===== src/rtl/bcd_updown_counter.sv =====
// bcd_updown_counter
//   Multi-digit BCD up/down counter with enable, synchronous parallel load
//   (non-BCD digits are clamped to 9), and wrap or saturate at the limits.
//   tc is a combinational terminal count so instances can be cascaded: drive
//   the downstream en from the upstream tc.
//
// Parameters
//   DIGITS   number of BCD digits (1..8), count width = 4*DIGITS
//   WRAP     1 = wrap at limits, 0 = saturate at limits
//
// Ports
//   clk       rising-edge clock
//   reset     asynchronous active-low reset
//   en        count enable
//   up        1 = increment, 0 = decrement
//   load      synchronous load, priority over en
//   load_val  BCD load value, digit 0 in [3:0]
//   count     registered BCD count
//   tc        combinational terminal count
//   ovf       one-cycle pulse on wrap/saturation attempt
//   load_err  one-cycle pulse when a loaded digit was > 9
module bcd_updown_counter #(
    parameter int DIGITS = 4,
    parameter bit WRAP   = 1'b1
) (
    input  logic                  clk,
    input  logic                  reset,
    input  logic                  en,
    input  logic                  up,
    input  logic                  load,
    input  logic [4*DIGITS-1:0]   load_val,
    output logic [4*DIGITS-1:0]   count,
    output logic                  tc,
    output logic                  ovf,
    output logic                  load_err
);

    localparam int W = 4 * DIGITS;

    logic [W-1:0]      count_reg;
    logic [W-1:0]      count_next;
    logic              ovf_reg;
    logic              ovf_next;
    logic              load_err_reg;
    logic              load_err_next;

    logic [W-1:0]      inc_val;
    logic [W-1:0]      dec_val;
    logic [W-1:0]      load_fix;
    logic [DIGITS:0]   carry;
    logic [DIGITS:0]   borrow;
    logic [DIGITS-1:0] dig_nine;
    logic [DIGITS-1:0] dig_zero;
    logic [DIGITS-1:0] dig_bad;

    logic              all_nine;
    logic              all_zero;
    logic              at_limit;

    // Digit 0 always steps; higher digits step only when every lower digit
    // rolled over, so the carry/borrow ripples within one cycle.
    assign carry[0]  = 1'b1;
    assign borrow[0] = 1'b1;

    genvar gi;
    generate
        for (gi = 0; gi < DIGITS; gi = gi + 1) begin : g_digit
            logic [3:0] d;
            logic [3:0] lv;

            assign d  = count_reg[4*gi +: 4];
            assign lv = load_val[4*gi +: 4];

            assign dig_nine[gi] = (d == 4'd9);
            assign dig_zero[gi] = (d == 4'd0);

            assign inc_val[4*gi +: 4] = carry[gi]
                                      ? (dig_nine[gi] ? 4'd0 : d + 4'd1)
                                      : d;
            assign dec_val[4*gi +: 4] = borrow[gi]
                                      ? (dig_zero[gi] ? 4'd9 : d - 4'd1)
                                      : d;

            assign carry[gi+1]  = carry[gi]  & dig_nine[gi];
            assign borrow[gi+1] = borrow[gi] & dig_zero[gi];

            // Clamp invalid digits so count can never hold a non-BCD value.
            assign dig_bad[gi]         = (lv > 4'd9);
            assign load_fix[4*gi +: 4] = dig_bad[gi] ? 4'd9 : lv;
        end
    endgenerate

    assign all_nine = &dig_nine;
    assign all_zero = &dig_zero;
    assign at_limit = up ? all_nine : all_zero;

    always_comb begin
        count_next    = count_reg;
        ovf_next      = 1'b0;
        load_err_next = 1'b0;
        if (load) begin
            count_next    = load_fix;
            load_err_next = |dig_bad;
        end else if (en) begin
            ovf_next = at_limit;
            // Plain increment/decrement already wraps 9..9 <-> 0..0, so only
            // the saturating build needs to suppress the step at the limit.
            if (at_limit && (WRAP == 1'b0)) begin
                count_next = count_reg;
            end else begin
                count_next = up ? inc_val : dec_val;
            end
        end
    end

    always_ff @(posedge clk or negedge reset) begin
        if (!reset) begin
            count_reg    <= '0;
            ovf_reg      <= 1'b0;
            load_err_reg <= 1'b0;
        end else begin
            count_reg    <= count_next;
            ovf_reg      <= ovf_next;
            load_err_reg <= load_err_next;
        end
    end

    assign count    = count_reg;
    assign ovf      = ovf_reg;
    assign load_err = load_err_reg;
    assign tc       = en & ~load & at_limit;

endmodule


===== config.mk =====
export PLATFORM = sky130hd
export DESIGN_NAME = bcd_updown_counter
export DESIGN_NICKNAME = d
export VERILOG_FILES = /design/src/rtl/bcd_updown_counter.sv
export SDC_FILE = /design/constraint.sdc
export NUM_CORES = 1
export LEC_CHECK = 0
export CAP_MARGIN = 20
export CORE_UTILIZATION = 63
export DETAILED_ROUTE_END_ITERATION = 8
export DONT_BUFFER_PORTS = 1
export PLACE_DENSITY = 0.85
export SYNTH_ARGS = -nofsm -noshare
export SYNTH_HDL_FRONTEND = slang
export SYNTH_SLANG_ARGS = --single-unit

===== constraint.sdc =====
create_clock -name clk -period 2.15 [get_ports clk]
set_input_delay 0.43 -clock clk [delete_from_list [all_inputs] [get_ports clk]]
set_output_delay 0.43 -clock clk [all_outputs]
set_load 0.01 [all_outputs]

==> flow_metrics.tcl, run 1 <==
set metrics [dict create \
    grt_pass1_wl_um 6879 \
    crit_fanout 9 \
    finClkSkew_ns 0.002700 \
    core_area_um2 2477 \
    wl_um 4384 \
    fin_nets 223 \
    drtIter0Drc 64 \
    dieArea_um2 2822 \
    min_path_type "in2reg" \
    clk_latency_ns 0.31 \
    finalCritPeriodShare 0.9468 \
    crit_path_start "count[1]" \
    viasPerCell 7.261 \
    syn-mean-instance-area_um2 8.032 \
    reg2reg_from "count[3]" \
    dp_cells 226 \
    utilization 0.7056 \
    overflow 0 \
    die_x_um 53.13 \
    finalMaxSlewViolations 0 \
    hold_violations 0 \
    r2r_end "count[14]" \
    cts_tree "done" \
    synthFlopType "dfrtp_1" \
    final_antenna_net_count 0 \
    antennaDiodeCount 0 \
    antenna_found_initial 0 \
    grt_max_degree 26 \
    cts.sinks 18 \
    yosys_warnings 0 \
    crit_path_end_kind "output port" \
    fin_cells 230 \
    max_freq_ghz 0.4912 \
    grt_pass1_vias 1560 \
    path_class "reg2out" \
    clockBufferDepth 2 \
    dr.pass1.iters 5 \
    dp_hpwl_um 3102 \
    power_uw 1685 \
    critPathLaunchType "flop" \
    initial_core_util 0.6646 \
    drc 0 \
    ys_seq_area_frac 0.2736 \
    critPathCapture "tc" \
    root_buffer "clkbuf_4" \
    r2r_cells 4 \
    grtUsageTotal 0.3398 \
    r2r_setup_slack_ns 0.26 \
    setup_viol 0 \
    p_leak_uw 0.0006751 \
    rows 18 \
    dieHeight_um 53.13 \
    synth_nets 226 \
    cp.arrival_ns 1.61 \
    grt_setup_unrepaired "false" \
    slew_headroom 0.4276 \
    largest_register_ffs 16 \
    ys_seq_elements 18 \
    fin_crit_ns 2.036 \
    cts_made_buffers 3 \
    cap_violations 0 \
    synth_edf_count 0 \
    vias 1670 \
    syn-cell-area_um2 1647 \
    syn_to_final_growth_pct 6.155 \
    yosysUniqueCellTypes 53 \
    hold-worst-slack_ns 0.2086 \
    clk_pin_slew_worst_paths_ns 0.11 \
    worstHoldPathCells 1 \
    wire_per_inst_um 19.06 \
    place_congestion 0.8727 \
    cp.required_ns 1.72 \
    drive_gt1_frac 0.1700 \
    pin_count 40 \
    outcome "finished clean" \
    fin_tns_setup_ns 0 \
    place.port_buffers 0 \
    syn_inst 205 \
    async_flop_share 1.000 \
    worst_pin_slew_ns 0.8558 \
    ir_worst_vdd_mv 0.6378 \
    h-tree-depth 1 \
    p_per_area_nw_per_um2 964.1 \
]
worst min path at each step:
stage                     slack [ns]         to   from
after floorplan                 0.13   count[0]  reset
after global placement          0.14  count[12]  reset
after detailed placement        0.13  count[12]  reset
after CTS                       0.20   count[1]   load
after global routing            0.20   count[1]   load
final                           0.21   count[1]   load
where the power goes:
part,switching [uW],internal [uW]
Clock,116,65.7
Combinational,440,405
Sequential,223,435
Total,780,906
per-stage QoR:
step	area, um^2	worst slack [ns]
detailed placement	1673	0.2865
finish	1748	0.1143
floorplan	1647	0.2594
CTS	1712	0.03259
global route	1748	0.01844
global placement	1673	0.3554
logic make-up (layout without fill, tap and decap cells):
kind of cell | count (synthesis) | after routing | synth area share
multiplexers | 6 | 6 | 0.03951
AO/OA/AOI/OAI | 70 | 70 | 0.3062
XOR/XNOR | 6 | 6 | 0.03191
flip-flops | 18 | 18 | 0.2736
buffers and inverters | 28 | 23 | 0.07751
AND/OR/NAND/NOR | 77 | 77 | 0.2713
repair_timing:
action,4_1_cts,5_1_grt
gates resized for setup,1,7
hold buffers,1,0
endpoints found under the setup margin,1,1
cloned,0,0
hold endpoints to repair,18,0
pin swaps,0,0
setup buffers,0,0
layout make-up:
cell class	instances	area, um^2
repair buffers	13	100.1
clock buffers	3	22.52
flip-flops and latches	18	452.9
fillers	201	729.5
well taps	30	37.54
inverters	7	26.28
multi-input cells	159	1109
cells in the final DEF (no fill, tap or decap), types with 2 or more instances in the layout:
cell type  Yosys  routed
a21oi_1       11      10
or4_4          2       2
a22oi_1        3       3
a211o_1        2       2
inv_1          7       7
nand2_1       10      10
xor2_1         2       2
o21ai_0       19      19
o31ai_1        3       3
a31oi_1        4       4
nor3b_1        3       3
clkbuf_4       0       3
o21a_1         2       2
nand2b_1       5       5
and3_1         3       3
nor2b_1        7       7
nor4_1         5       3
dfrtp_2        0       2
xnor2_1        4       4
nor2_1        15      15
a32oi_1        2       2
or2_2          4       4
mux2_2         2       2
mux2i_1        2       2
o32ai_1        2       2
a2bb2oi_1      2       2
nor3_1         4       4
nand3_1        7       7
o31a_1         2       2
buf_4          0      12
nor4b_1        4       4
a221oi_1       3       3
mux2_1         2       2
o22ai_1        2       2
nand3b_1       4       4
dfrtp_1       18      16
cell usage after synthesis (all sizes together), types with 3 or more instances:
library cell | instances | share of area
o21ai | 20 | 0.068
dfrtp | 18 | 0.27
nor2 | 15 | 0.034
clkbuf | 13 | 0.030
a21oi | 11 | 0.033
nand2 | 10 | 0.023
buf | 8 | 0.032
inv | 7 | 0.016
nand3 | 7 | 0.021
nor2b | 7 | 0.027
nand2b | 5 | 0.019
nor4 | 5 | 0.019
a31oi | 4 | 0.015
mux2 | 4 | 0.027
nand3b | 4 | 0.018
nor3 | 4 | 0.012
nor4b | 4 | 0.021
or2 | 4 | 0.015
xnor2 | 4 | 0.021
a221oi | 3 | 0.016
a22oi | 3 | 0.014
and3 | 3 | 0.011
nor3b | 3 | 0.014
o31ai | 3 | 0.014
worst max-delay path: stages (launching register included):
cell,delay (ns)
dfrtp_1,0.42
buf_4,0.18
and4bb_2,0.35
nand3_1,0.12
a21oi_2,0.21
layer usage:
layer | up-vias | track usage | part of all wire
li1 | 754 | - | -
met1 | 783 | 0.4217 | 0.39
met2 | 116 | 0.5338 | 0.47
met3 | 17 | 0.07184 | 0.10
met4 | 0 | 0.2061 | 0.032
met5 | - | 0 | 0
Power figures use the tool's default switching activity.
==> inputs of run 2 (changes only) <==
SLEW_MARGIN = 25   (was default)
==> results of run 2 <==
The final DEF is identical to that of run 1; final timing and power are the same.
==> inputs of run 3 (changes only) <==
CORE_ASPECT_RATIO = 0.7   (was default)
==> run 3 against run 2 <==
Against the previous run:
- design area increased by 1.4%
- largest cell class unchanged
- clock power increased by 56%
- sequential share of layout area decreased by 0.37 points
- clock skew grew 0.0017 ns
- core utilization up 1.0 points
- non-clock buffer count is the same
==> flow_metrics.tcl, run 3 (synthesized netlist as in run 1, its figures left out) <==
set metrics [dict create \
    largest_register_ffs 16 \
    outcome "finished clean" \
    grt_pass1_wl_um 6941 \
    drtIter0Drc 241 \
    fin_crit_ns 2.112 \
    r2r_cells 4 \
    hold_path_end "count[3]" \
    wl_um 4571 \
    grt_pass1_vias 1454 \
    mostFrequentLayoutCell "o21ai_0" \
    hold-worst-slack_ns 0.2742 \
    worst_pin_slew_ns 0.8571 \
    cts_made_buffers 3 \
    clk_pin_slew_worst_paths_ns 0.07 \
    grt_use_met2 0.5247 \
    antenna_found_initial 0 \
    reg2reg_from "count[6]" \
    fin_tns_setup_ns 0 \
    dieHeight_um 44.78 \
    hp-start "load" \
    syn_to_final_growth_pct 7.675 \
    hold_violations 0 \
    final_cell_mix "o21ai_0, dfrtp_1, nor2_1, buf_4, a21oi_1" \
    vias 1683 \
    path_class "reg2out" \
    cap_violations 0 \
    setup_viol 0 \
    p_seq_frac 0.363 \
    rows 15 \
    max_freq_ghz 0.4734 \
    cp.required_ns 1.72 \
    grtUsageTotal 0.3292 \
    clockBufferDepth 2 \
    die_x_um 63.11 \
    worstHoldPathCells 1 \
    place.port_buffers 0 \
    finalMaxSlewViolations 0 \
    slew_headroom 0.4267 \
    utilization 0.7157 \
    p_comb_frac 0.478 \
    h-tree-depth 1 \
    final_antenna_net_count 0 \
    root_buffer "clkbuf_8" \
    grt_max_degree 26 \
    min_path_type "in2reg" \
    drive_gt1_frac 0.1692 \
    met1_usage 0.4329 \
    finalCritPeriodShare 0.9824 \
    dr.pass1.iters 5 \
    ir_worst_vdd_mv 0.4919 \
    clk_latency_ns 0.26 \
    dp_hpwl_um 3221 \
    switching_share 0.4400 \
    crit_fanout 12 \
    cpMaxStageDelayCell "dfrtp_1" \
    path_cells "nor4bb_4 -> nand3_1 -> a21oi_1" \
    critPathLaunchType "flop" \
    power.switching_uw 788.1 \
    p_clk_frac 0.159 \
    r2r_setup_slack_ns 0.24 \
    finClkSkew_ns 0.004390 \
    antennaDiodeCount 0 \
    r2r_end "count[14]" \
    fin_nets 223 \
    p_leak_uw 0.0006898 \
    cts.sinks 18 \
    wire_per_inst_um 19.45 \
    power.internal_uw 1003 \
    place_congestion 0.9146 \
    viasPerCell 7.162 \
    cts_tree "done" \
    drc 0 \
    initial_core_util 0.6646 \
    use_met3 0.09848 \
    pin_count 40 \
    postCtsSetupRepairBufs 0 \
    overflow 0 \
    cp.arrival_ns 1.68 \
    power_uw 1791 \
    crit_path_end_kind "output port" \
    p_per_area_nw_per_um2 1010 \
    core_area_um2 2477 \
    cp_slowest_stage_delay_ns 0.57 \
    busiest_layer "met2" \
    dieArea_um2 2826 \
]
[run 3: timing repair]
action | 4_1_cts | 5_1_grt
endpoints found under the hold margin | 18 | 0
resized for setup | 1 | 5
endpoints found under the setup margin | 1 | 1
hold buffers | 1 | 0
[run 3: per-stage QoR]
step	setup slack, ns	cells	area, um^2
floorplan	0.2594	205	1647
global placement	0.3173	230	1678
detailed placement	0.2385	230	1678
CTS	0.04564	235	1749
global route	-0.07035	235	1773
finish	0.03773	235	1773
[run 3: final cells by class]
cell class | instances | area, um^2
multi-input combinational | 159 | 1096
tap | 34 | 42.54
fill | 210 | 704.4
sequential | 18 | 452.9
inverter | 7 | 26.28
timing repair buffer | 13 | 100.1
clock buffer | 4 | 55.05
[run 3: power groups by stage]
stage | logic, uW | registers (uW) | clock network [uW]
6_report | 856 | 651 | 284
5_1_grt | 939 | 667 | 305
4_1_cts | 831 | 620 | 290
3_5_place_dp | 814 | 626 | 0
3_3_place_gp | 774 | 616 | 0
2_1_floorplan | 698 | 555 | 0
[run 3: per-layer routing]
metal  wire, um  share of wire
met5          0              0
met1       1888           0.41
met3        495           0.11
met2       2086           0.46
met4        100          0.022
[run 3: worst max-delay path: cells and delay by family (launching register included)]
| kind | cells | cell delay [ns] |
|---|---|---|
| AOI/OAI and AO/OA | 1 | 0.30 |
| DFF | 1 | 0.57 |
| and+or+nand+nor | 2 | 0.56 |
[run 3: worst max path at each step]
stage               startpoint   endpoint  slack (ns)  depth (start not counted)
floorplan                   up         tc        0.26                          6
global placement      count[6]         tc        0.32                          3
detailed placement    count[6]  count[14]        0.24                          4
CTS                  count[15]         tc        0.05                          4
global route          count[6]         tc       -0.07                          3
finish                count[6]         tc        0.04                          3
